===== config.mk =====
export PLATFORM = sky130hd
export DESIGN_NAME = store_buffer
export DESIGN_NICKNAME = d
export VERILOG_FILES = /design/src/rtl/store_buffer.sv
export SDC_FILE = /design/constraint.sdc
export NUM_CORES = 2
export LEC_CHECK = 0
export CAP_MARGIN = 20
export CELL_PAD_IN_SITES_DETAIL_PLACEMENT = 0
export CELL_PAD_IN_SITES_GLOBAL_PLACEMENT = 1
export CORE_ASPECT_RATIO = 0.7
export CORE_MARGIN = 1.5
export CORE_UTILIZATION = 35
export DETAILED_ROUTE_END_ITERATION = 10
export MAX_ROUTING_LAYER = met4
export PLACE_DENSITY = 0.58
export REMOVE_ABC_BUFFERS = 1
export SYNTH_ARGS = -nofsm -noshare
export SYNTH_HDL_FRONTEND = slang
export SYNTH_SLANG_ARGS = --single-unit

===== constraint.sdc =====
create_clock -name clk -period 13.3 [get_ports clk]
set_clock_uncertainty 0.1 [all_clocks]
set_input_delay 2.66 -clock clk [delete_from_list [all_inputs] [get_ports clk]]
set_output_delay 2.66 -clock clk [all_outputs]
set_load 0.01 [all_outputs]

===== src/rtl/store_buffer.sv =====
// store_buffer
//   Store buffer between the execute-stage memory unit and the data cache.
//   Speculative stores are allocated at the tail, marked committed on ROB
//   retire (commit) requests, drained in order to memory over a valid/ready
//   handshake, and forwarded to younger loads with byte-strobe checking.
//
// Ports
//   clk, reset        rising-edge clock, synchronous active-high reset
//   wreq_*            WPORTS store-allocate ports (index 0 oldest), wreq_ready
//                     when at least WPORTS entries are free
//   creq_valid        CPORTS commit requests; leading ones commit oldest
//                     uncommitted entries
//   flush             discard every uncommitted entry
//   rreq_* / rresp_*  RPORTS combinational load-forward lookups
//   mem_*             head entry drain handshake
//   empty, full       occupancy flags
module store_buffer #(
   parameter int unsigned DEPTH  = 8,
   parameter int unsigned WPORTS = 1,
   parameter int unsigned CPORTS = 1,
   parameter int unsigned RPORTS = 1,
   parameter int unsigned XLEN   = 64
) (
   input  logic                           clk,
   input  logic                           reset,
   input  logic [WPORTS-1:0]              wreq_valid,
   input  logic [WPORTS-1:0][XLEN-1:0]    wreq_addr,
   input  logic [WPORTS-1:0][XLEN-1:0]    wreq_data,
   input  logic [WPORTS-1:0][XLEN/8-1:0]  wreq_strb,
   output logic                           wreq_ready,
   input  logic [CPORTS-1:0]              creq_valid,
   input  logic                           flush,
   input  logic [RPORTS-1:0]              rreq_valid,
   input  logic [RPORTS-1:0][XLEN-1:0]    rreq_addr,
   input  logic [RPORTS-1:0][XLEN/8-1:0]  rreq_strb,
   output logic [RPORTS-1:0]              rresp_hit,
   output logic [RPORTS-1:0]              rresp_conflict,
   output logic [RPORTS-1:0][XLEN-1:0]    rresp_data,
   output logic                           mem_valid,
   input  logic                           mem_ready,
   output logic [XLEN-1:0]                mem_addr,
   output logic [XLEN-1:0]                mem_data,
   output logic [XLEN/8-1:0]              mem_strb,
   output logic                           empty,
   output logic                           full
);

   localparam int unsigned AW = $clog2(DEPTH);
   localparam int unsigned PW = AW + 1;
   localparam int unsigned SW = XLEN / 8;
   localparam logic [PW-1:0] DEPTH_P  = PW'(DEPTH);
   localparam logic [PW-1:0] WPORTS_P = PW'(WPORTS);

   // Pointers carry a wrap bit in the MSB so full and empty are distinct.
   logic [PW-1:0] head_q, head_d;
   logic [PW-1:0] cmt_q,  cmt_d;
   logic [PW-1:0] tail_q, tail_d;

   logic [DEPTH-1:0][XLEN-1:0] ent_addr_q, ent_addr_d;
   logic [DEPTH-1:0][XLEN-1:0] ent_data_q, ent_data_d;
   logic [DEPTH-1:0][SW-1:0]   ent_strb_q, ent_strb_d;

   logic [PW-1:0] count;
   logic [PW-1:0] free_cnt;
   logic [PW-1:0] uncmt;
   logic [PW-1:0] alloc_cnt;
   logic [AW-1:0] alloc_idx;
   logic [AW-1:0] head_idx;
   logic          do_alloc;
   logic          do_pop;
   logic          lead_run;
   int unsigned   creq_lead;
   int unsigned   commit_n;

   logic          fwd_found;
   logic          fwd_ovl;
   logic [AW-1:0] fwd_idx;
   logic [SW-1:0] fwd_strb;
   logic [XLEN-1:0] fwd_data;

   logic          unused_addr_lsbs;

   // ------------------------------------------------------------------
   // Occupancy and handshake flags (registered pointers only)
   // ------------------------------------------------------------------
   always_comb begin
      count      = tail_q - head_q;
      free_cnt   = DEPTH_P - count;
      uncmt      = tail_q - cmt_q;
      wreq_ready = (free_cnt >= WPORTS_P);
      empty      = (count == '0);
      full       = (count == DEPTH_P);
      mem_valid  = (head_q != cmt_q);
      head_idx   = head_q[AW-1:0];
      do_pop     = mem_valid & mem_ready;
      mem_addr   = mem_valid ? ent_addr_q[head_idx] : '0;
      mem_data   = mem_valid ? ent_data_q[head_idx] : '0;
      mem_strb   = mem_valid ? ent_strb_q[head_idx] : '0;
   end

   // ------------------------------------------------------------------
   // Commit: count leading ones, clamp to the uncommitted population
   // ------------------------------------------------------------------
   always_comb begin
      creq_lead = 0;
      lead_run  = 1'b1;
      for (int unsigned c = 0; c < CPORTS; c++) begin
         if (lead_run && creq_valid[c]) begin
            creq_lead = creq_lead + 1;
         end else begin
            lead_run = 1'b0;
         end
      end
      commit_n = (creq_lead < 32'(uncmt)) ? creq_lead : 32'(uncmt);
      cmt_d    = cmt_q + PW'(commit_n);
   end

   // ------------------------------------------------------------------
   // Allocate: valid ports are compacted into consecutive tail slots
   // ------------------------------------------------------------------
   always_comb begin
      do_alloc   = wreq_ready & ~flush;
      alloc_cnt  = '0;
      alloc_idx  = '0;
      ent_addr_d = ent_addr_q;
      ent_data_d = ent_data_q;
      ent_strb_d = ent_strb_q;
      for (int unsigned p = 0; p < WPORTS; p++) begin
         if (do_alloc && wreq_valid[p]) begin
            alloc_idx             = tail_q[AW-1:0] + alloc_cnt[AW-1:0];
            ent_addr_d[alloc_idx] = wreq_addr[p];
            ent_data_d[alloc_idx] = wreq_data[p];
            ent_strb_d[alloc_idx] = wreq_strb[p];
            alloc_cnt             = alloc_cnt + 1'b1;
         end
      end
   end

   // Flush truncates to the post-commit cmt, so a same-cycle commit survives.
   always_comb begin
      head_d = head_q + PW'(do_pop);
      tail_d = flush ? cmt_d : (tail_q + alloc_cnt);
   end

   // ------------------------------------------------------------------
   // Load forwarding over [head, tail); the youngest dword match decides
   // ------------------------------------------------------------------
   always_comb begin
      rresp_hit      = '0;
      rresp_conflict = '0;
      rresp_data     = '0;
      fwd_found      = 1'b0;
      fwd_ovl        = 1'b0;
      fwd_idx        = '0;
      fwd_strb       = '0;
      fwd_data       = '0;
      for (int unsigned p = 0; p < RPORTS; p++) begin
         fwd_found = 1'b0;
         fwd_ovl   = 1'b0;
         fwd_strb  = '0;
         fwd_data  = '0;
         // Oldest to youngest: the last match written wins.
         for (int unsigned k = 0; k < DEPTH; k++) begin
            fwd_idx = head_q[AW-1:0] + AW'(k);
            if ((PW'(k) < count) &&
                (ent_addr_q[fwd_idx][XLEN-1:3] == rreq_addr[p][XLEN-1:3])) begin
               fwd_found = 1'b1;
               fwd_strb  = ent_strb_q[fwd_idx];
               fwd_data  = ent_data_q[fwd_idx];
               if ((ent_strb_q[fwd_idx] & rreq_strb[p]) != '0) begin
                  fwd_ovl = 1'b1;
               end
            end
         end
         if (rreq_valid[p] && fwd_found) begin
            if ((fwd_strb & rreq_strb[p]) == rreq_strb[p]) begin
               rresp_hit[p]  = 1'b1;
               rresp_data[p] = fwd_data;
            end else if (fwd_ovl) begin
               rresp_conflict[p] = 1'b1;
            end
         end
      end
   end

   always_comb begin
      unused_addr_lsbs = 1'b0;
      for (int unsigned p = 0; p < RPORTS; p++) begin
         unused_addr_lsbs = unused_addr_lsbs ^ (^rreq_addr[p][2:0]);
      end
   end

   // ------------------------------------------------------------------
   // State
   // ------------------------------------------------------------------
   always_ff @(posedge clk) begin
      if (reset) begin
         head_q <= '0;
         cmt_q  <= '0;
         tail_q <= '0;
      end else begin
         head_q <= head_d;
         cmt_q  <= cmt_d;
         tail_q <= tail_d;
      end
   end

   always_ff @(posedge clk) begin
      ent_addr_q <= ent_addr_d;
      ent_data_q <= ent_data_d;
      ent_strb_q <= ent_strb_d;
   end

   // Commit requests beyond the uncommitted population are a protocol error.
   a_commit_excess: assert property (@(posedge clk) disable iff (reset)
      creq_lead <= 32'(uncmt));

endmodule


# [Word-level counts from Yosys, hierarchy flattened]
# Index checks and enable logic that the tools add are counted.
[op_classes] addsub=13 magnitude_cmp=20 n_eq_ne=11 mux=109 bitwise_logic=12 n_reduce_logical=20
[op_table] cell="$bmux 64 s3" n=16
[op_table] cell="$mux 64" n=29
[op_table] cell="$bwmux 512" n=2
[op_table] cell="$eq 61x61->1" n=8
[op_table] cell="$bmux 8 s3" n=8
[op_table] cell="$demux 64 s3" n=1
[op_table] cell="$mux 8" n=18
[op_table] cell="$and 8x8->8" n=9
[op_table] cell="$bwmux 64" n=1
[op_table] cell="$reduce_bool 8->1" n=8
[op_table] cell="$lt 3x4->1 const B" n=9
[op_table] cell="$lt 32x4->1" n=1
[op_table] cell="$mux 1" n=31
[op_table] cell="$demux 8 s3" n=1
[op_table] cell="$lt 3x4->1 const A" n=4
[op_table] cell="$add 3x3->3 const B" n=4
[op_table] cell="$logic_and 1x1->1" n=11
[op_table] cell="$add 4x4->4" n=2
[op_table] cell="$eq 8x8->1" n=1
[op_table] cell="$lt 1x4->1 const A" n=2
[op_table] cell="$lt 2x4->1 const A" n=2
[op_table] cell="$mux 4" n=2
[op_table] cell="$sub 4x4->4" n=2
[op_table] cell="$add 3x2->3 const B" n=2
[op_table] cell="other kinds (10)" n=11
[totals] ff_bits=1100 in_bits=215 out_inout_bits=206 elab_cells=212

# [Logic depth before layout (Yosys ltp)]
[logic_depth] ltp_word=23 ltp_mapped=34 ltp_nobuf=17

# [Worst setup path after synthesis]
# No wires, ideal clock.
[synth_path] path_type="register to register" start="register head_q[2]" end="register ent_addr_q[0] in the netlist's numbering, enable pin" setup_ns=0.798 arrival_time_ns=12.918 required_time_ns=12.402 path_slack_ns=-0.516 stages_incl_launch_ff=16 path_buffers=6 synth_period_minus_slack_ns=13.816 path_cell_list="dfxtp_1 > buf_6 > inv_2 > buf_1 > clkbuf_1 > buf_1 > clkbuf_1 > clkbuf_1 > ha_1 > o21a_1 > o21ai_0 > and2_1 > nor3_1 > nor3b_1 > nand2_1 > nor3_1"
[synth_via] elab_chain_len=5
[synth_rtl] element="from (decl)" line="55" text="logic [PW-1:0] head_q, head_d;"
[synth_rtl] element="from (signal assigned)" line="198" text="head_q <= '0;"
[synth_rtl] element="from (signal assigned)" line="202" text="head_q <= head_d;"
[synth_rtl] element="$sub 4x4->4" line="87" text="count = tail_q - head_q;"
[synth_rtl] element="$sub 4x4->4" line="88" text="free_cnt = DEPTH_P - count;"
[synth_rtl] element="$ge 4x1->1" line="90" text="wreq_ready = (free_cnt >= WPORTS_P);"
[synth_rtl] element="$and 1x1->1" line="122" text="do_alloc = wreq_ready & ~flush;"
[synth_rtl] element="$logic_and 1x1->1" line="129" text="if (do_alloc && wreq_valid[p]) begin"
[synth_rtl] element="to (signal assigned)" line="209" text="ent_addr_q <= ent_addr_d;"
[synth_rtl] element="to (decl)" line="59" text="logic [DEPTH-1:0][XLEN-1:0] ent_addr_q, ent_addr_d;"
# No other way between the ends.
# A chain may end at the register's enable or synchronous reset.

==> flow_metrics.py <==
metrics = {
    "routing": {
        "drt_wl_total_mm": 383,
        "vias": 68100,
        "wl_per_cell_um": 36.7,
        "drc": 0,
        "via_per_inst": 6.54,
        "dr.pass1.iters": 6,
        "antenna_left": 0,
        "drtIter0Drc": 9614,
    },
    "synth": {
        "synth_area_per_cell_um2": 12.9,
        "synth_seq_cells": 1100,
        "synth-main-ff-cell": "edfxtp_1",
        "synth_cell_types": 82,
        "ys_seq_area_share_pct": 37.3,
        "synthArstFlopShare_pct": 0,
        "yosys_warnings": 0,
        "synth_area_um2": 88200,
        "synth_edf_count": 1088,
        "synthCells": 6818,
    },
    "pwr": {
        "powerDensity_nw_per_um2": 230,
        "p_clk_share_pct": 17.2,
        "leakage_nw": 32.5,
        "combinationalPowerShare_pct": 64.3,
        "netSwitchingFraction_pct": 45.7,
        "internal-power_mw": 12.5,
        "ir_worst_vdd_mv": 0.213,
        "p_switching_mw": 10.6,
        "pwr-share-seq_pct": 18.5,
    },
    "cts": {
        "clock_path_buffers": 4,
        "cts_resized": 0,
        "ctsHoldBuffers": 0,
        "cts_buffers": 141,
        "cts.sinks": 1100,
        "h-tree-depth": 4,
        "insertion_delay_ns": 0.79,
        "root_buffer": "clkbuf_16",
        "postCtsSetupRepairBufs": 0,
        "tritoncts": "built",
        "path_clk_slew_ns": 0.06,
    },
    "layout": {
        "final_cells": 10400,
        "final_area_um2": 100000,
        "layout.cells.most_common": "nand2_1",
        "drive_gt1_share_pct": 25.0,
        "nets": 7193,
        "area_growth_pct": 13.9,
        "layout_common_cells": "1249 x nand2_1, 1134 x mux4_2, 1088 x edfxtp_1",
    },
    "sta": {
        "clock.fmax_mhz": 78.9,
        "timing.setup.tns_ns": 0,
        "slew_viol_final": 0,
        "period_share_pct": 95.3,
        "hold_viol": 0,
        "worstMarginPinSlew_ns": 1.47,
        "rsz0062_at_grt": "false",
        "fin_crit_ns": 12.67,
        "finalSetupViolations": 0,
        "relSlewSlack_pct": 2.15,
    },
    "grt": {
        "grt_pass1_vias": 63200,
        "grt_use_total_pct": 30.2,
        "grt_pass1_wl_mm": 527,
        "grt-busiest-layer": "met1",
        "grtUsageMet1_pct": 42.7,
        "use_met2_pct": 42.7,
        "grtUsageMet3_pct": 7.91,
        "antenna_found_initial": 59,
        "grt_max_degree": 150,
        "grt_overflow_total": 0,
    },
    "outcome": {
        "status": "finished clean",
    },
    "floorplanning": {
        "initial_core_util_pct": 35.4,
        "die_area_um2": 255000,
        "pin_count": 421,
        "die_y_um": 423,
        "die_x_um": 603,
        "core_um2": 249000,
        "num_rows": 153,
    },
    "worst_setup_path": {
        "worstSetupEndpointType": "primary output",
        "required_ns": 10.54,
        "rr_startpoint": "head_q[2]",
        "reg2regPathDepth": 11,
        "r2r_end": "ent_addr_q[128]",
        "worst_setup_path_start_kind": "register",
        "cp_max_fo": 66,
        "crit_arrival_ns": 9.91,
        "criticalPathCategory": "register to primary output",
        "reg2reg_setup_slack_ns": 6.21,
    },
    "worst_hold_path": {
        "holdCritStartpoint": "head_q[3]",
        "hold_class": "register to register",
        "hold_path_depth": 2,
        "min_to": "head_q[3]",
    },
    "placement": {
        "placed_area_um2": 95700,
        "finalWeightedCongestion": 1.04,
        "io_buffer_count": 417,
        "dp_cells": 10100,
        "dp_hpwl_mm": 257,
    },
    "flow_run": {
        "max_cap_viol_count": 0,
    },
}
power groups by stage:
stage | combinational (mW) | sequential, mW | clock [mW]
CTS | 14.6 | 4.27 | 4.05
global placement | 14.5 | 4.33 | 0
global route | 15.4 | 4.30 | 4.17
floorplan | 10.1 | 4.65 | 0
finish | 14.9 | 4.28 | 3.97
detailed placement | 14.5 | 4.34 | 0
how the worst max path moves through the flow:
stage / startpoint / endpoint / slack, ns / cells past startpoint
3_5_place_dp: rreq_addr[29] / rresp_data[12] / 1.38 / 19
5_1_grt: head_q[1] / rresp_data[12] / 0.31 / 21
3_3_place_gp: rreq_addr[29] / rresp_data[12] / 1.30 / 19
2_1_floorplan: head_q[0] / rresp_conflict / -76.74 / 13
6_report: head_q[1] / rresp_data[12] / 0.63 / 20
4_1_cts: head_q[1] / rresp_data[12] / 0.68 / 21
metal layers:
layer | part of all wire (%) | up-vias
met4 | 3.1 | 0
met2 | 43 | 4109
met1 | 43 | 35800
met3 | 11 | 532
met5 | 0 | -
li1 | - | 27700
registers in the layout, summed over array words and instances (netlist names):
name        cells
tail_q          4
head_q          4
ent_addr_q    512
ent_data_q    512
ent_strb_q     64
cmt_q           4
metrics by stage:
step,utilization (%),worst slack (ns),hold slack [ns],power [mW]
floorplan,-,-76.74,0.437,14.8
global placement,38.4,1.30,0.474,18.8
finish,40.3,0.626,0.479,23.1
global route,40.3,0.312,0.527,23.9
CTS,40.2,0.680,0.484,22.9
detailed placement,38.4,1.38,0.467,18.9
cells in the mapped netlist, types with 23 or more instances:
library cell     n  area share [%]
buf_4           59            0.50
o31ai_1         69            0.59
xnor2_1        317             3.1
nand3_1        139            0.79
inv_1           27            0.11
o2111ai_1       76            0.75
mux4_2        1134              29
buf_2          201             1.1
a21oi_1        173            0.98
clkbuf_1       240             1.0
o22ai_1         38            0.27
a221oi_1        27            0.27
o21ai_0         23            0.13
nor4_2          41            0.58
nor3_1          31            0.18
nor2_1         126            0.54
xor2_1         183             1.8
nand2_1       1249             5.3
nor4_1          82            0.58
nand4_1         79            0.56
edfxtp_1      1088              37
a211o_1         66            0.66
buf_6           38            0.49
mux2_2          90             1.1
a31oi_1         71            0.50
buf_1          119            0.51
mux2i_1        743             8.4
a22oi_1         79            0.67
kinds of logic after synthesis:
kind of cell,synth area share [%]
multiplexers,38.6
AND/OR/NAND/NOR,9.20
flip-flops,37.3
AO/OA/AOI/OAI,5.71
buffers and inverters,3.79
XOR/XNOR,5.05
adder cells (fa/ha/maj),0.295
other,0.00852
cell type report:
type / count / area, um2
Clock inverter: 74 / 921
Clock buffer: 163 / 3700
Antenna cell: 37 / 92.6
Tap cell: 3332 / 4170
Inverter: 30 / 128
Multi-Input combinational cell: 5032 / 52100
Fill cell: 23000 / 149000
Sequential cell: 1100 / 32900
Timing Repair Buffer: 654 / 6400
critical path, stage by stage, from the launching register on:
cell and delay [ns]:
dfxtp_4 0.72, inv_1 0.37, ha_4 0.96, buf_4 0.52, buf_4 0.56, mux2i_1 0.37
mux2i_1 0.33, mux2i_1 0.37, o21ai_0 0.14, or4_1 0.54, or4_4 0.45, nor4_4 0.75
and2_4 0.56, inv_1 0.17, and2_4 0.21, nand2_1 0.07, o41ai_2 0.08, buf_12 0.22
nor4_1 0.61, buf_4 0.18, clkdlybuf4s50_1 0.53
(Power assumes the default switching activity.)
